File: config.mk
export PLATFORM = sky130hd
export DESIGN_NAME = microc_sequencer_flat
export DESIGN_NICKNAME = d
export VERILOG_FILES = /design/src/rtl/microc_pkg.sv /design/src/rtl/microc_sequencer_if.sv /design/src/rtl/microc_decode.sv /design/src/rtl/microc_sequencer.sv /design/src/flat_wrapper.sv
export SDC_FILE = /design/constraint.sdc
export NUM_CORES = 1
export LEC_CHECK = 0
export BUFFER_PORTS_ARGS = -buffer_cell sky130_fd_sc_hd__buf_2
export CORE_MARGIN = 1.5
export CORE_UTILIZATION = 51
export CTS_BUF_LIST = sky130_fd_sc_hd__clkbuf_4
export CTS_CLUSTER_SIZE = 40
export DETAILED_ROUTE_END_ITERATION = 6
export PLACE_DENSITY = 0.85
export SYNTH_ARGS = -nofsm -noshare
export SYNTH_HDL_FRONTEND = slang
export SYNTH_HIERARCHICAL = 1
export SYNTH_SLANG_ARGS = --single-unit
File: constraint.sdc
create_clock -name clk -period 3.3 [get_ports clk]
set_clock_uncertainty 0.2 [all_clocks]
set_input_delay 0.66 -clock clk [delete_from_list [all_inputs] [get_ports clk]]
set_output_delay 0.66 -clock clk [all_outputs]
set_load 0.005 [all_outputs]
File: src/rtl/microc_pkg.sv
// Shared constants and types for the microc control unit: opcode map,
// sequencer state encoding and the packed control word.
package microc_pkg;

    localparam int CNT_W_DEF = 16;

    // Upper two bits of any load-immediate opcode.
    localparam logic [1:0] OP_LI_PFX = 2'b10;

    localparam logic [5:0] OP_J    = 6'b110000;
    localparam logic [5:0] OP_JZ   = 6'b110001;
    localparam logic [5:0] OP_JNZ  = 6'b110010;
    localparam logic [5:0] OP_NOP  = 6'b111110;
    localparam logic [5:0] OP_HALT = 6'b111111;

    localparam logic [2:0] ALU_NONE = 3'b000;

    typedef enum logic [1:0] {
        ST_IDLE = 2'd0,
        ST_RUN  = 2'd1,
        ST_STEP = 2'd2,
        ST_HALT = 2'd3
    } seq_state_e;

    typedef struct packed {
        logic       s_inc;
        logic       s_inm;
        logic       we;
        logic       wez;
        logic [2:0] alu_op;
    } ctrl_t;

    // Safe control word: PC+1 selected, no writes, ALU op 0.
    localparam ctrl_t CTRL_IDLE = '{s_inc: 1'b1, s_inm: 1'b0, we: 1'b0,
                                    wez: 1'b0, alu_op: ALU_NONE};

endpackage

File: src/rtl/microc_sequencer_if.sv
// Datapath/debug side of the microc sequencer. The sequencer takes the
// slave view; whoever drives opcodes and debug controls takes the master view.
interface microc_sequencer_if #(
    parameter int CNT_W = 16
);
    logic [5:0]       Opcode;
    logic             zero;
    logic             run;
    logic             step;
    logic             halt_req;
    logic             clear;

    logic             s_inc;
    logic             s_inm;
    logic             we;
    logic             wez;
    logic             pc_we;
    logic [2:0]       AluOP;
    logic             halted;
    logic             illegal;
    logic [CNT_W-1:0] instr_count;

    modport master (
        output Opcode, zero, run, step, halt_req, clear,
        input  s_inc, s_inm, we, wez, pc_we, AluOP, halted, illegal, instr_count
    );

    modport slave (
        input  Opcode, zero, run, step, halt_req, clear,
        output s_inc, s_inm, we, wez, pc_we, AluOP, halted, illegal, instr_count
    );

endinterface

File: src/rtl/microc_decode.sv
// Pure combinational instruction decode: opcode and zero flag to control
// word, plus flags for the HALT opcode and for unassigned 11xxxx opcodes.
module microc_decode
    import microc_pkg::*;
(
    input  logic [5:0] opcode_i,
    input  logic       zero_i,
    output ctrl_t      ctrl_o,
    output logic       is_halt_o,
    output logic       is_illegal_o
);

    // Opcode map; halt/illegal leave the safe control word in place.
    always_comb begin
        ctrl_o       = CTRL_IDLE;
        is_halt_o    = 1'b0;
        is_illegal_o = 1'b0;
        if (opcode_i[5] == 1'b0) begin
            ctrl_o.alu_op = opcode_i[4:2];
            ctrl_o.we     = 1'b1;
            ctrl_o.wez    = 1'b1;
        end else if (opcode_i[5:4] == OP_LI_PFX) begin
            ctrl_o.s_inm = 1'b1;
            ctrl_o.we    = 1'b1;
        end else begin
            case (opcode_i)
                OP_J:    ctrl_o.s_inc = 1'b0;
                OP_JZ:   ctrl_o.s_inc = ~zero_i;
                OP_JNZ:  ctrl_o.s_inc = zero_i;
                OP_NOP:  ctrl_o.s_inc = 1'b1;
                OP_HALT: is_halt_o    = 1'b1;
                default: is_illegal_o = 1'b1;
            endcase
        end
    end

endmodule

File: src/rtl/microc_sequencer.sv
// microc control unit: instruction decode gated by a run/step/halt FSM,
// PC write enable, sticky illegal-opcode flag and retired-instruction counter.
//
//  state   | meaning
//  --------+-------------------------------------------------------------
//  IDLE    | CPU frozen, waiting for step or run
//  RUN     | executing one instruction per cycle while run stays high
//  STEP    | executing exactly one instruction, then back to IDLE
//  HALT    | stopped on HALT/illegal opcode; only clear leaves
module microc_sequencer
    import microc_pkg::*;
#(
    parameter int CNT_W   = CNT_W_DEF,
    parameter bit AUTORUN = 1'b0
) (
    input logic               clk,
    input logic               reset,
    microc_sequencer_if.slave seq
);

    localparam seq_state_e RESET_STATE = AUTORUN ? ST_RUN : ST_IDLE;

    seq_state_e       state_q, state_d;
    logic             halted_q, halted_d;
    logic             illegal_q, illegal_d;
    logic [CNT_W-1:0] count_q, count_d;

    ctrl_t            dec_ctrl;
    logic             dec_halt;
    logic             dec_illegal;
    ctrl_t            ctrl;
    logic             pc_we;
    logic             retire;
    logic             run_eff;

    microc_decode u_decode (
        .opcode_i     (seq.Opcode),
        .zero_i       (seq.zero),
        .ctrl_o       (dec_ctrl),
        .is_halt_o    (dec_halt),
        .is_illegal_o (dec_illegal)
    );

    assign run_eff = seq.run | AUTORUN;

    // Next state, gated controls and retirement; reset forces the safe word.
    always_comb begin
        state_d   = state_q;
        illegal_d = illegal_q;
        ctrl      = CTRL_IDLE;
        pc_we     = 1'b0;
        retire    = 1'b0;
        case (state_q)
            ST_IDLE: begin
                if (seq.step) begin
                    state_d = ST_STEP;
                end else if (run_eff) begin
                    state_d = ST_RUN;
                end
            end
            ST_RUN, ST_STEP: begin
                if (dec_halt || dec_illegal) begin
                    state_d = ST_HALT;
                    if (dec_illegal) begin
                        illegal_d = 1'b1;
                    end
                end else begin
                    ctrl   = dec_ctrl;
                    pc_we  = 1'b1;
                    retire = 1'b1;
                    if (state_q == ST_STEP || seq.halt_req || !run_eff) begin
                        state_d = ST_IDLE;
                    end
                end
            end
            ST_HALT: begin
                if (seq.clear) begin
                    state_d   = ST_IDLE;
                    illegal_d = 1'b0;
                end
            end
            default: state_d = ST_IDLE;
        endcase
        if (reset) begin
            ctrl   = CTRL_IDLE;
            pc_we  = 1'b0;
            retire = 1'b0;
        end
        halted_d = (state_d == ST_HALT);
        count_d  = count_q + {{(CNT_W-1){1'b0}}, retire};
    end

    // State, status flags and counter registers with synchronous reset.
    always_ff @(posedge clk) begin
        if (reset) begin
            state_q   <= RESET_STATE;
            halted_q  <= 1'b0;
            illegal_q <= 1'b0;
            count_q   <= '0;
        end else begin
            state_q   <= state_d;
            halted_q  <= halted_d;
            illegal_q <= illegal_d;
            count_q   <= count_d;
        end
    end

    assign seq.s_inc       = ctrl.s_inc;
    assign seq.s_inm       = ctrl.s_inm;
    assign seq.we          = ctrl.we;
    assign seq.wez         = ctrl.wez;
    assign seq.AluOP       = ctrl.alu_op;
    assign seq.pc_we       = pc_we;
    assign seq.halted      = halted_q;
    assign seq.illegal     = illegal_q;
    assign seq.instr_count = count_q;

endmodule

File: src/flat_wrapper.sv
// flat-port wrapper written by rule: the top's interface ports become plain ports
module microc_sequencer_flat import microc_pkg::*;
#(
    parameter int CNT_W   = CNT_W_DEF,
    parameter bit AUTORUN = 1'b0
)
  (clk, reset, seq_Opcode, seq_zero, seq_run, seq_step, seq_halt_req, seq_clear, seq_s_inc, seq_s_inm, seq_we, seq_wez, seq_pc_we, seq_AluOP, seq_halted, seq_illegal, seq_instr_count);
  microc_sequencer_if #(.CNT_W(CNT_W)) seq_i ();
  input logic clk;
  input logic reset;
  input wire logic [$bits(seq_i.Opcode)-1:0] seq_Opcode;
  input wire logic [$bits(seq_i.zero)-1:0] seq_zero;
  input wire logic [$bits(seq_i.run)-1:0] seq_run;
  input wire logic [$bits(seq_i.step)-1:0] seq_step;
  input wire logic [$bits(seq_i.halt_req)-1:0] seq_halt_req;
  input wire logic [$bits(seq_i.clear)-1:0] seq_clear;
  output wire logic [$bits(seq_i.s_inc)-1:0] seq_s_inc;
  output wire logic [$bits(seq_i.s_inm)-1:0] seq_s_inm;
  output wire logic [$bits(seq_i.we)-1:0] seq_we;
  output wire logic [$bits(seq_i.wez)-1:0] seq_wez;
  output wire logic [$bits(seq_i.pc_we)-1:0] seq_pc_we;
  output wire logic [$bits(seq_i.AluOP)-1:0] seq_AluOP;
  output wire logic [$bits(seq_i.halted)-1:0] seq_halted;
  output wire logic [$bits(seq_i.illegal)-1:0] seq_illegal;
  output wire logic [$bits(seq_i.instr_count)-1:0] seq_instr_count;
  assign seq_i.Opcode = seq_Opcode;
  assign seq_i.zero = seq_zero;
  assign seq_i.run = seq_run;
  assign seq_i.step = seq_step;
  assign seq_i.halt_req = seq_halt_req;
  assign seq_i.clear = seq_clear;
  assign seq_s_inc = seq_i.s_inc;
  assign seq_s_inm = seq_i.s_inm;
  assign seq_we = seq_i.we;
  assign seq_wez = seq_i.wez;
  assign seq_pc_we = seq_i.pc_we;
  assign seq_AluOP = seq_i.AluOP;
  assign seq_halted = seq_i.halted;
  assign seq_illegal = seq_i.illegal;
  assign seq_instr_count = seq_i.instr_count;
  microc_sequencer #(.CNT_W(CNT_W), .AUTORUN(AUTORUN)) u_core (.clk(clk), .reset(reset), .seq(seq_i));
endmodule
---- After elaboration in Yosys (flattened, before gate mapping) ----
Cells that the tools add are included.
word-level totals
  word-level logic and storage cells ...... 56
  input port bits ......................... 13
  bits in registers ....................... 20
cells by class
  add/subtract/negate cells ............... 1
  mux-type cells .......................... 28
  eq/ne operators ......................... 13
  reductions and logical operators ........ 9
  bitwise logic cells ..................... 1
operator list
  kind                                                   number
  == test 6 bit, second input constant                   5
  two-way mux 7 bit                                      3
  adder 16 x 1 -> 16 bit                                 1
  two-way mux 1 bit                                      14
  two-way mux 2 bit                                      7
  == test 2 bit, second input constant                   4
  case mux 2 bit (3 select lines)                        1
  OR reduction 5 bit                                     1
  two-way mux 4 bit                                      1
  inequality test 2 x 1 -> 1 bit, second input constant  2
  AND reduction 4 bit                                    1
  logical OR 1 bit                                       3
  case mux 1 bit (3 select lines)                        1
  == test 2 x 1 -> 1 bit, second input constant          1
  logical NOT 2 bit                                      1
  inequality test 2 bit, second input constant           1
  case mux 1 bit (2 select lines)                        1
  nonzero test 2 bit                                     1
  OR reduction 2 bit                                     1
  logical NOT 1 bit                                      1
  NOT 1 bit                                              1

---- Longest topological paths before layout ----
Gate-level depths: netlist of run 1.
  depth after elaboration ................. 10
  mapped depth ............................ 9

---- By module ----
Netlist of run 1, hierarchy kept.
by module, submodules not included
  module            times used  area an instance (µm²)  seq. area each (µm²)  cells an instance
  microc_sequencer  1           1016.0                  400.4                 115
  microc_decode     1           76.3                    0.0                   12

---- Least setup slack after synthesis of run 1 ----
No wires, ideal clock.
  path kind ............................... input-to-reg
  from .................................... input seq_Opcode[1]
  to ...................................... register u_core.count_q[14] (netlist: u_core/seq.instr_count[14])
  slack ................................... 0.375 ns
  data arrival time ....................... 2.598 ns
  buffers on the path ..................... 0
  stages on the path ...................... 9
  cell sequence ........................... a211oi_1 > a311oi_1 > nor4b_2 > ha_1 > ha_1 > nand2_1 > nor4_2 > xnor2_1 > nor2_1
between the ends
  word-level cells in the longest chain between the ends .. 10
  elaborated cells between the ends (all ways) .. 17
  classes of those cells .................. add/sub (1); eq/ne (5); mux (9); reduce/logical (2)
ends and longest elaborated chain
  what                                RTL line                 source
  start: declaration                  flat_wrapper.sv:11       input wire logic [$bits(seq_i.Opcode)-1:0] seq_Opcode;
  == test 6 bit                       microc_decode.sv:26      case (opcode_i)
  OR reduction 5 bit (no line) (*)    -
  two-way mux 1 bit (*)               microc_decode.sv:26
  two-way mux 1 bit (*)               microc_decode.sv:22      end else if (opcode_i[5:4] == OP_LI_PFX) begin
  two-way mux 1 bit (*)               microc_decode.sv:18      if (opcode_i[5] == 1'b0) begin
  net u_core.dec_illegal              microc_sequencer.sv:30   logic dec_illegal;
  logical OR 1 bit (*)                microc_sequencer.sv:62   if (dec_halt || dec_illegal) begin
  two-way mux 1 bit (*) (3 in a row)  -
  net seq_pc_we                       flat_wrapper.sv:21       output wire logic [$bits(seq_i.pc_we)-1:0] seq_pc_we;
  adder 16 x 1 -> 16 bit (*)          microc_sequencer.sv:90   count_d = count_q + {{(CNT_W-1){1'b0}}, retire};
  end signal: assignment              microc_sequencer.sv:104  count_q <= count_d;
  end: declaration                    microc_sequencer.sv:26   logic [CNT_W-1:0] count_q, count_d;
The timed path passes the listed nets; every way through them passes the cells marked *.
A chain may end at the register's enable or synchronous reset.

---- Final worst setup path of run 1 ----
  from .................................... input seq_Opcode[5]
  to ...................................... output seq_s_inm
between the ends
  word-level cells in the longest chain between the ends .. 9
  elaborated cells between the ends (all ways) .. 19
  classes of those cells .................. eq/ne (6); mux (11); reduce/logical (2)
ends and longest elaborated chain
  what                          RTL line                source
  == test 6 bit                 microc_decode.sv:26
  OR reduction 5 bit (no line)  -
  two-way mux 1 bit             microc_decode.sv:26
  two-way mux 1 bit             microc_decode.sv:22
  two-way mux 1 bit (*)         microc_decode.sv:18
  net u_core.dec_illegal        microc_sequencer.sv:30
  logical OR 1 bit (*)          microc_sequencer.sv:62
  two-way mux 7 bit (*)         microc_sequencer.sv:62
  two-way mux 7 bit (*)         microc_sequencer.sv:53  case (state_q)
  two-way mux 7 bit (*)         microc_sequencer.sv:84  if (reset) begin
  end: declaration              flat_wrapper.sv:18      output wire logic [$bits(seq_i.s_inm)-1:0] seq_s_inm;
Marked as above.

==> impl_metrics.ini, run 1 <==
[run_status]
outcome = completed

[finish]
nFillCells = 170
diodes = 0
final_util_pct = 67.7
final_cells = 195
design_area_um2 = 1340
seq_area_um2 = 400
final_cell_mix = buf_2, dfxtp_1, nor2_1, nand2_1, xnor2_1
multi_input_area_um2 = 658
areaGrowthSynthToFinish_pct = 22.9
nNetsFinal = 187
mostFrequentLayoutCell = buf_2
drive_above_1_share_pct = 29.8

[drt]
wl_met1_mm = 1.01
drt_iter0_markers = 21
post_drt_wl_per_cell_um = 12.4
met3_length_um = 133
wl_met2_mm = 1.28
drc = 0
vias = 1017
dr.max_layer_used = met3
drt_wl_total_mm = 2.43
first_pass_iters = 4
via_per_inst = 5.22
ant_nets = 0

[power]
peakVddDrop_mv = 0.289
power.density_nw_per_um2 = 353
p_leak_nw = 0.604

[placement]
port_buffers = 38
dp_hpwl_mm = 1.84
placed_cells = 191
gp_congestion = 0.800
place_area_um2 = 1320

[critical_path]
crit_path_end_kind = output pin
cpLargestDelayFamily = compound AO/OA/AOI/OAI gates
worstSetupStartpointType = input pin
crit_type = input pin to output pin
critPathMostFrequentCell = buf_2
worst-path-buf-inv = 3
path_cells = buf_2, nand2_1, a311oi_1, nor4b_2, buf_4, and2_1, buf_2
cp.arrival_ps = 2050
crit_path_max_incr_delay_ps = 560
crit_required_ps = 2440
slowest_stage = a311oi_1
crit_fanout = 8

[grt]
grtUsageTotal_pct = 22.1
grt_max_degree = 22
overflow = 0
antenna_found_initial = 0
grt_pass1_vias = 967
grt_pass1_wl_mm = 4.25

[logic_synthesis]
netlist_area_um2 = 1090
ys_ff_latch = 20
yosys_warnings = 6
ys_seq_area_share_pct = 36.7
synth.area.top_cells = dfxtp_1, xnor2_1, nor2_1
synth_flop_cell = dfxtp_1
synth_top_cell_by_area = dfxtp_1
async_flop_share_pct = 0
synthesis.nets = 145
ys_types = 34
postSynthCellCount = 127
yosysTopAreaCellShare_pct = 36.7
synth_edf_count = 0
syn_area_per_cell_um2 = 8.60

[clock_network]
insertion_delay_ps = 300
cts_max_level = 1
clock-sinks = 20
cts_buffers = 3
clockBufferDepth = 2
postCtsHoldBufs = 0
post_cts_resized = 0
clkSlewWorstSetupHoldPaths_ps = 110
cts_root_buffer = clkbuf_4
post_cts_buffers = 0
tritoncts = built

[timing]
max_freq_mhz = 344
worst_pin_slew_ps = 611
fin_worst_hold_slack_ps = 284
min_period_ps = 2910
final_hold_viol_count = 0
relSlewSlack_pct = 59.0
slew_viol_final = 0
fin_crit_sh_pct = 88.1
tns_ps = 0
grt_setup_unrepaired = no
finalSetupViolCount = 0

[floorplan]
die_h_um = 49.3
rows = 16
die-area_um2 = 2430
num_io_pins = 39
start_util_pct = 55.1
fp.dieW_um = 49.3
core_um2 = 1980

[worst_hold_path]
hp-class = flop to flop

[flow_run]
cap_violations = 0
[per-stage QoR]
stage,power [mW],setup slack [ps]
6_report,0.474,393
5_1_grt,0.503,269
4_1_cts,0.479,436
3_5_place_dp,0.364,235
3_3_place_gp,0.355,419
2_1_floorplan,0.323,375
[state kept, by name (all words and copies together) (netlist names)]
name                    flops
u_core/seq.instr_count     16
u_core/state_q              2
u_core/seq.halted           1
u_core/seq.illegal          1
[metal layers]
| metal | up-vias | global-route usage [%] |
|---|---|---|
| met1 | 475 | 26.8 |
| met3 | 0 | 5.52 |
| li1 | 514 | - |
| met5 | - | 0 |
| met4 | 0 | 2.86 |
| met2 | 28 | 39.9 |
[cell type report]
class	instances	share of cell area [%]
timing repair buffer	39	14.7
inverter	7	1.96
clock inverter	1	0.280
tap	27	2.52
clock buffer	3	1.68
multi-input combinational	98	49.0
sequential	20	29.8
[power breakdown]
group / switching (mW) / internal [mW]
registers: 0.00784 / 0.252
clock network: 0.0712 / 0.0441
logic: 0.0528 / 0.0465
total: 0.132 / 0.342
[cells in the mapped netlist, types with 2 or more instances]
cell type / count
nor2b_1: 6
xor2_1: 3
o21ai_0: 2
dfxtp_1: 20
nor2_1: 18
a21oi_1: 3
nand3_1: 7
and2_1: 6
nand2_1: 10
xnor2_1: 10
nor3_1: 4
inv_1: 7
nand2b_1: 3
nor4_2: 3
ha_1: 5
and3_1: 2
[worst reg2reg max path, cell delays in order (launching register included)]
cell and delay [ps]:
dfxtp_1 430, inv_1 80, ha_1 340, nor4b_2 260, ha_1 290, ha_1 250, nand2_1 150, nor4_2 300
xnor2_1 160, nor2_1 60
[final timing paths]
kind,startpoint,slack [ps],to,cells after the start
min reg2reg,u_core/seq.illegal$_SDFFE_PP0P_,280,u_core/seq.illegal$_SDFFE_PP0P_,2
max reg2reg,u_core/state_q[1]$_SDFF_PP0_,680,u_core/seq.instr_count[14]$_SDFF_PP0_,9
max,seq_Opcode[5],390,seq_s_inm,7
min,u_core/seq.illegal$_SDFFE_PP0P_,280,u_core/seq.illegal$_SDFFE_PP0P_,2
[kinds of logic after synthesis]
group,after synthesis,synth area share [%]
and+or+nand+nor,67,35.5
DFF,20,36.7
xor gates and xnor gates,13,10.4
AOI/OAI and AO/OA,11,6.53
buffers and inverters,9,3.09
adders and majority gates,5,5.73
muxes,2,2.06
Power figures use the tool's default switching activity.
==> run 2, diff against run 1 <==
Settings changed: CORE_ASPECT_RATIO set to 1.4, CORE_UTILIZATION 51 to 50, PLACE_DENSITY 0.85 to 0.83.
==> run 2 against run 1 <==
- register-to-register slack is essentially flat
- final cell count shrank 3.1%
- clock power grew 74%
- clock-buffer cell count is the same
- hold slack lost 6.2 ps
- first-iteration DRC count shrank 4.8%
- via count shrank 1.4%
- fmax grew 2.4%
- sequential share of layout area shrank 0.41 points
- die area grew 2.0%
- critical endpoint is now seq_AluOP[0]
- largest power group unchanged
==> impl_metrics.ini, run 2 (synthesized netlist as in run 1, its figures left out) <==
[run_status]
outcome = completed

[finish]
nNetsFinal = 187
final_cells = 189
final_cell_mix = buf_2, dfxtp_1, nor2_1, nand2_1, xnor2_1
drive_above_1_share_pct = 30.4
diodes = 0
largest_reg_flops = 16
mostFrequentLayoutCell = buf_2
nFillCells = 175
areaGrowthSynthToFinish_pct = 24.6
final_util_pct = 67.4

[grt]
grtUsageTotal_pct = 18.8
overflow = 0
grt_pass1_vias = 931
grt_pass1_wl_mm = 3.66
antenna_found_initial = 0
grt_max_degree = 22

[power]
switchingPower_uw = 133
switching_share_pct = 24.0
peakVddDrop_mv = 0.335
p_comb_share_pct = 16.9
clkPwrFrac_pct = 36.1
power.density_nw_per_um2 = 406
p_int_uw = 420
p_leak_nw = 0.616
seqPwrFrac_pct = 47.0

[clock_network]
cts_max_level = 1
cts_buffers = 3
cts_root_buffer = clkbuf_4
postCtsHoldBufs = 0
insertion_delay_ps = 300
post_cts_buffers = 0
clock-sinks = 20
clkSlewWorstSetupHoldPaths_ps = 120
post_cts_resized = 0
tritoncts = built
clockBufferDepth = 2

[floorplan]
die-area_um2 = 2480
die_h_um = 58.3
fp.dieW_um = 42.5
num_io_pins = 39
rows = 19
core_um2 = 2020
start_util_pct = 54.1

[critical_path]
crit_path_end_kind = output pin
cp.arrival_ps = 1980
crit_type = input pin to output pin
worstSetupStartpointType = input pin
crit_fanout = 8
crit_required_ps = 2440

[worst_hold_path]
hp-class = flop to flop

[timing]
max_freq_mhz = 352
worst_pin_slew_ps = 562
worst_slack_ps = 462
fin_worst_hold_slack_ps = 278
tns_ps = 0
slew_viol_final = 0
min_period_ps = 2840
fin_crit_sh_pct = 86.0
final_hold_viol_count = 0
grt_setup_unrepaired = no
finalSetupViolCount = 0
relSlewSlack_pct = 62.3

[drt]
drc = 0
ant_nets = 0
via_per_inst = 5.31
drt_iter0_markers = 20
vias = 1003
drt_wl_total_mm = 2.16
post_drt_wl_per_cell_um = 11.4
first_pass_iters = 4

[placement]
placed_cells = 185
pre_cts_ws_ps = 322
port_buffers = 38
dp_hpwl_mm = 1.65
gp_congestion = 0.843

[flow_run]
cap_violations = 0
-- run 2: layout make-up --
type | instances | area [µm²] | share of cell area (%)
clock buffers | 3 | 22.5 | 1.65
clock inverters | 1 | 30.0 | 2.21
inverters | 7 | 26.3 | 1.93
multi-input cells | 98 | 658 | 48.3
flip-flops and latches | 20 | 400 | 29.4
well taps | 21 | 26.3 | 1.93
repair buffers | 39 | 198 | 14.5
-- run 2: worst paths after layout --
kind,startpoint,endpoint,cells past startpoint,slack [ps]
max,seq_Opcode[5],seq_AluOP[0],7,460
min,u_core/seq.illegal$_SDFFE_PP0P_,u_core/seq.illegal$_SDFFE_PP0P_,2,280
min reg2reg,u_core/seq.illegal$_SDFFE_PP0P_,u_core/seq.illegal$_SDFFE_PP0P_,2,280
max reg2reg,u_core/state_q[1]$_SDFF_PP0_,u_core/seq.instr_count[14]$_SDFF_PP0_,9,680
-- run 2: metrics by stage --
stage	instance area, µm²	total power, mW
2_1_floorplan	1090	0.323
3_3_place_gp	1310	0.355
3_5_place_dp	1310	0.359
4_1_cts	1360	0.557
5_1_grt	1360	0.578
6_report	1360	0.553
-- run 2: power groups by stage --
stage	clock network (mW)	logic, mW	registers (mW)
floorplan	0	0.0584	0.264
detailed placement	0	0.0940	0.265
finish	0.200	0.0935	0.260
CTS	0.202	0.0948	0.260
global route	0.210	0.106	0.262
global placement	0	0.0910	0.264
-- run 2: critical path, stage by stage --
cell and delay [ps]:
buf_2 120, nand2_1 110, a311oi_1 520, nor4b_2 130, buf_4 180, and2_1 150, buf_2 120
-- run 2: per-layer routing --
metal  part of all wire (%)  global-route usage [%]  vias up  wire length (µm)
met4                   0.65                    10.7        0                14
li1                       -                       -      513                 -
met5                      0                       0        -                 0
met3                    6.1                    1.84        2               131
met1                     44                    21.4      452               954
met2                     49                    33.8       36              1060
